===== config.mk =====
export PLATFORM = sky130hd
export DESIGN_NAME = debug_ctrl_flat
export DESIGN_NICKNAME = d
export VERILOG_FILES = /design/src/rtl/debug_ctrl_if.sv /design/src/rtl/debug_ctrl.sv /design/src/flat_wrapper.sv
export SDC_FILE = /design/constraint.sdc
export NUM_CORES = 1
export LEC_CHECK = 0
export CAP_MARGIN = 25
export CORE_UTILIZATION = 46
export DETAILED_ROUTE_END_ITERATION = 16
export HOLD_SLACK_MARGIN = 0.08
export PLACE_DENSITY = 0.77
export SLEW_MARGIN = 20
export SYNTH_ARGS = -nofsm -noshare
export SYNTH_HDL_FRONTEND = slang
export SYNTH_SLANG_ARGS = --single-unit

===== constraint.sdc =====
create_clock -name clk -period 10.1 [get_ports clk]
set_input_delay 1.515 -clock clk [delete_from_list [all_inputs] [get_ports clk]]
set_output_delay 1.515 -clock clk [all_outputs]
set_load 0.03 [all_outputs]

===== src/rtl/debug_ctrl_if.sv =====
// debug_ctrl_if: UART byte handshake between debug_ctrl (master) and the UART (slave)
interface debug_ctrl_if;
  logic [7:0] rx_dato_out;
  logic       rx_done;
  logic       tx_done;
  logic [7:0] tx_dato_in;
  logic       tx_start;
  modport master (input rx_dato_out, rx_done, tx_done, output tx_dato_in, tx_start);
  modport slave  (output rx_dato_out, rx_done, tx_done, input tx_dato_in, tx_start);
endinterface


===== src/rtl/debug_ctrl.sv =====
// debug_ctrl: UART-driven run/step controller that dumps debug_signal LSB-first after each run.
// Define DEBUG_CTRL_ACK_EN to prefix dumps with 8'hA5 and answer unknown commands with "?".
module debug_ctrl #(
  parameter int         DATA_W   = 322,
  parameter int         PC_W     = 10,
  parameter int         PC_STOP  = 62,
  parameter logic [7:0] CMD_CONT = 8'h63,
  parameter logic [7:0] CMD_STEP = 8'h73
) (
  input  logic              clk,
  input  logic              reset,
  debug_ctrl_if.master      uart,
  input  logic [DATA_W-1:0] debug_signal,
  output logic              enable,
  output logic              busy
);
  localparam int NUM_BYTES = (DATA_W + 7) / 8;
  localparam int SNAP_W    = NUM_BYTES * 8;
`ifdef DEBUG_CTRL_ACK_EN
  localparam int NSEND = NUM_BYTES + 1;
`else
  localparam int NSEND = NUM_BYTES;
`endif
  localparam int BUF_W = NSEND * 8;
  localparam int CNT_W = $clog2(NSEND + 1);
  typedef enum logic [2:0] {IDLE, CONT, STEP1, STEP2, LOAD, SEND, WAIT} state_t;
  state_t             state_q, state_d;
  logic [BUF_W-1:0]   buf_q, buf_d;
  logic [CNT_W-1:0]   cnt_q, cnt_d;
  logic [SNAP_W-1:0]  snap;
  logic [PC_W-1:0]    pc;
  assign snap = SNAP_W'(debug_signal);
  assign pc   = debug_signal[DATA_W-1 -: PC_W];
  always_comb begin
    state_d = state_q;
    buf_d   = buf_q;
    cnt_d   = cnt_q;
    case (state_q)
      IDLE: begin
        if (uart.rx_done)
          state_d = uart.rx_dato_out == CMD_CONT ? CONT :
                    uart.rx_dato_out == CMD_STEP ? STEP1 : IDLE;
`ifdef DEBUG_CTRL_ACK_EN
        if (uart.rx_done && state_d == IDLE) begin
          buf_d   = BUF_W'(8'h3F);
          cnt_d   = CNT_W'(1);
          state_d = SEND;
        end
`endif
      end
      CONT:  state_d = pc >= PC_W'(PC_STOP) ? LOAD : CONT;
      STEP1: state_d = STEP2;
      STEP2: state_d = LOAD;
      LOAD: begin
`ifdef DEBUG_CTRL_ACK_EN
        buf_d = {snap, 8'hA5};
`else
        buf_d = snap;
`endif
        cnt_d   = CNT_W'(NSEND);
        state_d = SEND;
      end
      SEND: begin
        cnt_d   = cnt_q - CNT_W'(1);
        state_d = WAIT;
      end
      WAIT: begin
        if (uart.tx_done) begin
          buf_d   = buf_q >> 8;
          state_d = |cnt_q ? SEND : IDLE;
        end
      end
      default: state_d = IDLE;
    endcase
  end
  always_ff @(posedge clk or posedge reset) begin
    if (reset) begin
      state_q <= IDLE;
      buf_q   <= '0;
      cnt_q   <= '0;
    end else begin
      state_q <= state_d;
      buf_q   <= buf_d;
      cnt_q   <= cnt_d;
    end
  end
  assign enable          = state_q == CONT || state_q == STEP1;
  assign busy            = state_q != IDLE;
  assign uart.tx_start   = state_q == SEND;
  assign uart.tx_dato_in = buf_q[7:0];
endmodule


===== src/flat_wrapper.sv =====
// flat-port wrapper written by rule: the top's interface ports become plain ports
module debug_ctrl_flat 
#(
  parameter int         DATA_W   = 322,
  parameter int         PC_W     = 10,
  parameter int         PC_STOP  = 62,
  parameter logic [7:0] CMD_CONT = 8'h63,
  parameter logic [7:0] CMD_STEP = 8'h73
)
  (clk, reset, debug_signal, enable, busy, uart_rx_dato_out, uart_rx_done, uart_tx_done, uart_tx_dato_in, uart_tx_start);
  debug_ctrl_if uart_i ();
  input  logic clk;
  input  logic reset;
  input  logic [DATA_W-1:0] debug_signal;
  output logic enable;
  output logic busy;
  input wire logic [$bits(uart_i.rx_dato_out)-1:0] uart_rx_dato_out;
  input wire logic [$bits(uart_i.rx_done)-1:0] uart_rx_done;
  input wire logic [$bits(uart_i.tx_done)-1:0] uart_tx_done;
  output wire logic [$bits(uart_i.tx_dato_in)-1:0] uart_tx_dato_in;
  output wire logic [$bits(uart_i.tx_start)-1:0] uart_tx_start;
  assign uart_i.rx_dato_out = uart_rx_dato_out;
  assign uart_i.rx_done = uart_rx_done;
  assign uart_i.tx_done = uart_tx_done;
  assign uart_tx_dato_in = uart_i.tx_dato_in;
  assign uart_tx_start = uart_i.tx_start;
  debug_ctrl #(.DATA_W(DATA_W), .PC_W(PC_W), .PC_STOP(PC_STOP), .CMD_CONT(CMD_CONT), .CMD_STEP(CMD_STEP)) u_core (.clk(clk), .reset(reset), .uart(uart_i), .debug_signal(debug_signal), .enable(enable), .busy(busy));
endmodule

Yosys cells after proc, flatten, opt, wreduce, memory -nomap -nowiden

Cells that the tools add are included.

Bits in registers: 337
Input bits: 334
Output and inout bits: 11
Word-level logic and storage cells: 33

Add/sub/neg operators: 1
Order comparisons: 1
Eq/ne operators: 10
Multiplexer cells: 10
Reductions and logical operators: 8

Operators by type and width:

| cell                                                  | count |
|---|---|
| one-hot mux 328 bit (2 select lines)                  | 1 |
| 2-to-1 mux 328 bit                                    | 1 |
| one-hot mux 3 bit (7 select lines)                    | 1 |
| == test 8 x 7 -> 1 bit (second input constant)        | 2 |
| 2-to-1 mux 3 bit                                      | 5 |
| one-hot mux 6 bit (2 select lines)                    | 1 |
| >= comparator 10 x 6 -> 1 bit (second input constant) | 1 |
| == test 3 bit (second input constant)                 | 3 |
| == test 3 x 2 -> 1 bit (second input constant)        | 2 |
| OR reduction 6 bit                                    | 1 |
| subtractor 6 x 1 -> 6 bit (second input constant)     | 1 |
| != test 2 bit (second input constant)                 | 2 |
| AND reduction 2 bit                                   | 2 |
| nonzero test 2 bit                                    | 2 |
| == test 3 x 1 -> 1 bit (second input constant)        | 1 |
| zero test 3 bit                                       | 1 |
| nonzero test 3 bit                                    | 1 |
| 2-to-1 mux 2 bit                                      | 1 |
| logical OR 1 bit                                      | 1 |

Longest topological paths before layout

Depth after elaboration: 5
Depth in mapped cells: 9
Mapped depth without buffers: 6

Least setup slack after synthesis

Ideal clock, no wire load.

Path kind: register -> output
Start point: reg u_core.state_q[0]
End point: out enable
Arrival: 1.199 ns
Data required time: 8.585 ns
Path slack: 7.386 ns
Stages on the path, launching flop included: 5
Buffers on the path: 1
Cells stage by stage: dfrtp_1 > buf_4 > inv_2 > nand2_1 > a21oi_1

Longest elaborated chain between the ends: 2
Elaborated cells between the ends (all ways): 3
Those cells by class: 2 x eq/ne; 1 x reduce/logical

RTL lines:

| what                                                                    | RTL line           | text |
|---|---|---|
| start: declaration                                                      | debug_ctrl.sv:27   | `state_t state_q, state_d;` |
| start signal: assignment                                                | debug_ctrl.sv:82   | `state_q <= state_d;` |
| == test 3 x 1 -> 1 bit / == test 3 x 2 -> 1 bit (equally long branches) | debug_ctrl.sv:87   | `assign enable = state_q == CONT \|\| state_q == STEP1;` |
| logical OR 1 bit *                                                      | debug_ctrl.sv:87   |  |
| end: declaration                                                        | flat_wrapper.sv:15 | `output logic enable;` |

Every way passes the cells marked *; elsewhere a longest branch is shown, timed or not.

Worst setup path in the final report

Start point: reg u_core.state_q[2]
End point: out uart_tx_start

Longest elaborated chain between the ends: 1

RTL lines:

| what             | RTL line           | text |
|---|---|---|
| == test 3 bit    | debug_ctrl.sv:89   | `assign uart.tx_start = state_q == SEND;` |
| end: declaration | flat_wrapper.sv:21 | `output wire logic [$bits(uart_i.tx_start)-1:0] uart_tx_start;` |

Every way passes these cells.

==> impl_metrics.csv <==
group,metric,value,unit
routing,ant_nets,0,
worst_setup_path,cp-end-kind,"output port",
logic_synthesis,synth_area_leaders,"dfrtp_1 54%, mux2i_1 21%, nand2_1 7.9%",
worst_setup_path,reg2reg_slack,7.12,ns
worst_setup_path,rr_endpoint,"u_core.buf_q[37]$_DFFE_PP0P_",
sta,worst-slew-pin-transition,1.119,ns
sta,fin_crit_sh,38.69,%
clocking,path_clk_slew,0.05,ns
logic_synthesis,netlist_area,15370,sq um
clocking,post_cts_resized,0,
floorplan,io_pins,345,
final_layout,drive_above_1_share,4.143,%
logic_synthesis,syn_nets,1793,
worst_setup_path,critPathMaxFanout,10,
worst_setup_path,r2r_start,"u_core.state_q[0]$_DFFE_PP0P_",
worst_setup_path,max_stage_delay,0.75,ns
worst_setup_path,crit_chain,"nand2b_1 > nor2_1 > clkdlybuf4s50_1",
sta,max_clock_freq,0.2559,GHz
clocking,root_buffer,"clkbuf_16",
grt,grt_antenna_before_repair,5,
logic_synthesis,synth.largest_area_cell,"dfrtp_1",
worst_setup_path,crit_arrival,2.39,ns
logic_synthesis,synth.distinct_cells,33,
sta,final_hold_viol_count,0,
routing,drc,0,
sta,slew_violations,0,
logic_synthesis,synthFlopType,"dfrtp_1",
min_path,min_to,"u_core.buf_q[109]$_DFFE_PP0P_",
grt,grt_pass1_vias,11350,
logic_synthesis,synthCells,1458,
logic_synthesis,yosys_warnings,0,
routing,drt-initial-drc-count,713,
routing,drt_wl_total,37420,microns
sta,worst_slack,6.192,ns
logic_synthesis,syn_avg_cell_area,10.54,sq um
grt,track_usage,22.00,%
floorplan,die_w,184.8,microns
clocking,cts_sinks,331,
floorplan,die_area,34150,sq um
logic_synthesis,synthArstFlopShare,100.0,%
routing,drtPass1Iterations,4,
clocking,cts_hold_buf,0,
final_layout,nNetsFinal,2074,
worst_setup_path,crit_required,8.59,ns
placed_design,preCtsSetupSlack,5.956,ns
min_path,holdPathStages,2,
final_layout,fillers,2722,
logic_synthesis,post-synth-top-count-cell,"dfrtp_1",
outcome,outcome,"finished, final reports clean",
sta,slew_headroom,25.40,%
sta,setup_viol,0,
logic_synthesis,synth_edf_count,0,
worst_setup_path,worst-path-buf-inv,1,
sta,period_minus_slack,3.908,ns
final_layout,multiInputGateArea,6311,sq um
power,power.total,5832,uW
final_layout,seqCellArea,8283,sq um
grt,overflow,0,
final_layout,area_delta_synth_final,30.14,%
placed_design,place_area,18760,sq um
routing,via_count,11240,
floorplan,fp.dieH,184.8,microns
logic_synthesis,yosysSeqAreaShare,53.88,%
worst_setup_path,slowest_stage,"clkdlybuf4s50_1",
worst_setup_path,rr_worst_depth,7,
power,power-per-cell-area,291.5,nW/um^2
sta,skew,0.01668,ns
logic_synthesis,synth.top_cell.area_share,53.88,%
routing,vias_per_cell,5.092,
worst_setup_path,worstSetupPathType,"flip-flop to output port",
placed_design,gp_congestion,0.8446,
sta,tns,0,ns
logic_synthesis,synth.ff_latch_count,331,
clocking,cts_buffer_depth,3,
logic_synthesis,synth_commonest_cells,"331 x dfrtp_1, 323 x nand2_1, 316 x mux2i_1",
floorplan,coreArea,32700,sq um
min_path,hold_path.class,"flip-flop to flip-flop",
final_layout,final_cell_area,20010,sq um
clocking,postCtsSetupRepairBufs,0,
sta,rsz0062_at_grt,"no",
clocking,h-tree-depth,2,
flow_run,maxCapViolations,0,
clocking,cts_tree,"yes",
floorplan,initial_core_util,47.01,%
min_path,min_from,"u_core.buf_q[109]$_DFFE_PP0P_",
power,leakage,0.01016,uW
grt,grt_max_degree,282,
power,ir_drop,0.2851,mV
grt,grt_first_pass_wirelength,59150,microns
floorplan,core.rowCount,66,
placed_design,hpwl,25880,microns
clocking,numCtsBuffers,37,
clocking,clk_latency,0.50,ns
routing,wl_per_cell,16.95,microns
worst_setup_path,critPathLaunchType,"flip-flop",
worst_setup_path,crit_family,"buffers and inverters",
placed_design,numPortBuffers,344,
## kinds of logic (layout without fill, tap and decap cells)
family / after synthesis / in the layout / synth area share, %
AND/OR/NAND/NOR: 347 / 347 / 8.725
AO/OA/AOI/OAI: 342 / 342 / 11.59
flip-flops: 331 / 331 / 53.88
multiplexers: 316 / 316 / 20.58
buffers and inverters: 121 / 425 / 5.144
adder cells (fa/ha/maj): 1 / 1 / 0.08138
other: 0 / 4 / 0
## flip-flops by register name, indices dropped and copies added (netlist names)
| name | cells |
|---|---|
| u_core.state_q | 3 |
| u_core.buf_q | 322 |
| u_core.cnt_q | 6 |
## per-stage QoR
stage | util, % | hold WS, ns | std cells
finish | 61.18 | 0.4752 | 2208
global route | 61.18 | 0.4883 | 2208
CTS | 60.97 | 0.4823 | 2202
detailed placement | 57.37 | 0.4697 | 2140
global placement | 57.29 | 0.4597 | 2139
floorplan | - | 0.4479 | 1458
## layout make-up
| cell class | count | area share, % |
|---|---|---|
| diodes | 4 | 0.05003 |
| inverters | 5 | 0.1126 |
| clock buffers | 53 | 5.279 |
| well taps | 442 | 2.764 |
| multi-input cells | 1006 | 31.55 |
| flip-flops and latches | 331 | 41.40 |
| clock inverters | 9 | 0.6004 |
| repair buffers | 358 | 18.24 |
## worst max-delay path by stage
stage | from | to | cells past startpoint
after floorplan | reset | u_core.buf_q[0]$_DFFE_PP0P_ | 1
after global placement | uart_tx_done | u_core.buf_q[263]$_DFFE_PP0P_ | 5
after detailed placement | uart_tx_done | u_core.buf_q[7]$_DFFE_PP0P_ | 5
after CTS | u_core.state_q[2]$_DFFE_PP0P_ | uart_tx_start | 3
after global routing | u_core.state_q[2]$_DFFE_PP0P_ | uart_tx_start | 3
final | u_core.state_q[2]$_DFFE_PP0P_ | uart_tx_start | 3
## per-layer routing
metal | share of wire [%] | vias up | global-route usage (%)
met5 | 0.035 | - | 0
met4 | 3.0 | 2 | 8.198
met3 | 6.9 | 71 | 5.722
met2 | 49 | 283 | 37.16
met1 | 41 | 5294 | 27.00
li1 | - | 5593 | -
## power breakdown
group	total (uW)	leakage (uW)	internal [uW]	switching (uW)
Sequential	2360	0.00408	1990	370
Clock	1310	0.000583	799	512
Combinational	2160	0.00550	921	1240
## layout by cell type (no fill, tap or decap), drive strengths merged, types with 3 or more instances in the layout
cell type / synthesis / final
inv: 5 / 4
a21oi: 8 / 8
a22o: 9 / 9
buf: 89 / 14
mux2i: 316 / 316
clkinv: 0 / 6
nor2: 9 / 9
nand3: 3 / 3
nand2: 323 / 323
bufinv: 0 / 3
clkdlybuf4s50: 0 / 344
clkbuf: 27 / 53
nor3: 3 / 3
dfrtp: 331 / 331
diode: 0 / 4
o21ai: 317 / 317
## worst register-to-register path: stages (launching register included)
cell and delay, ns:
dfrtp_1 0.52, inv_2 0.17, nand3_4 0.46, buf_12 0.40
buf_4 0.54, buf_16 0.32, mux2i_1 0.28, o21ai_0 0.11
Note: power is estimated with default switching activity, not from simulation.
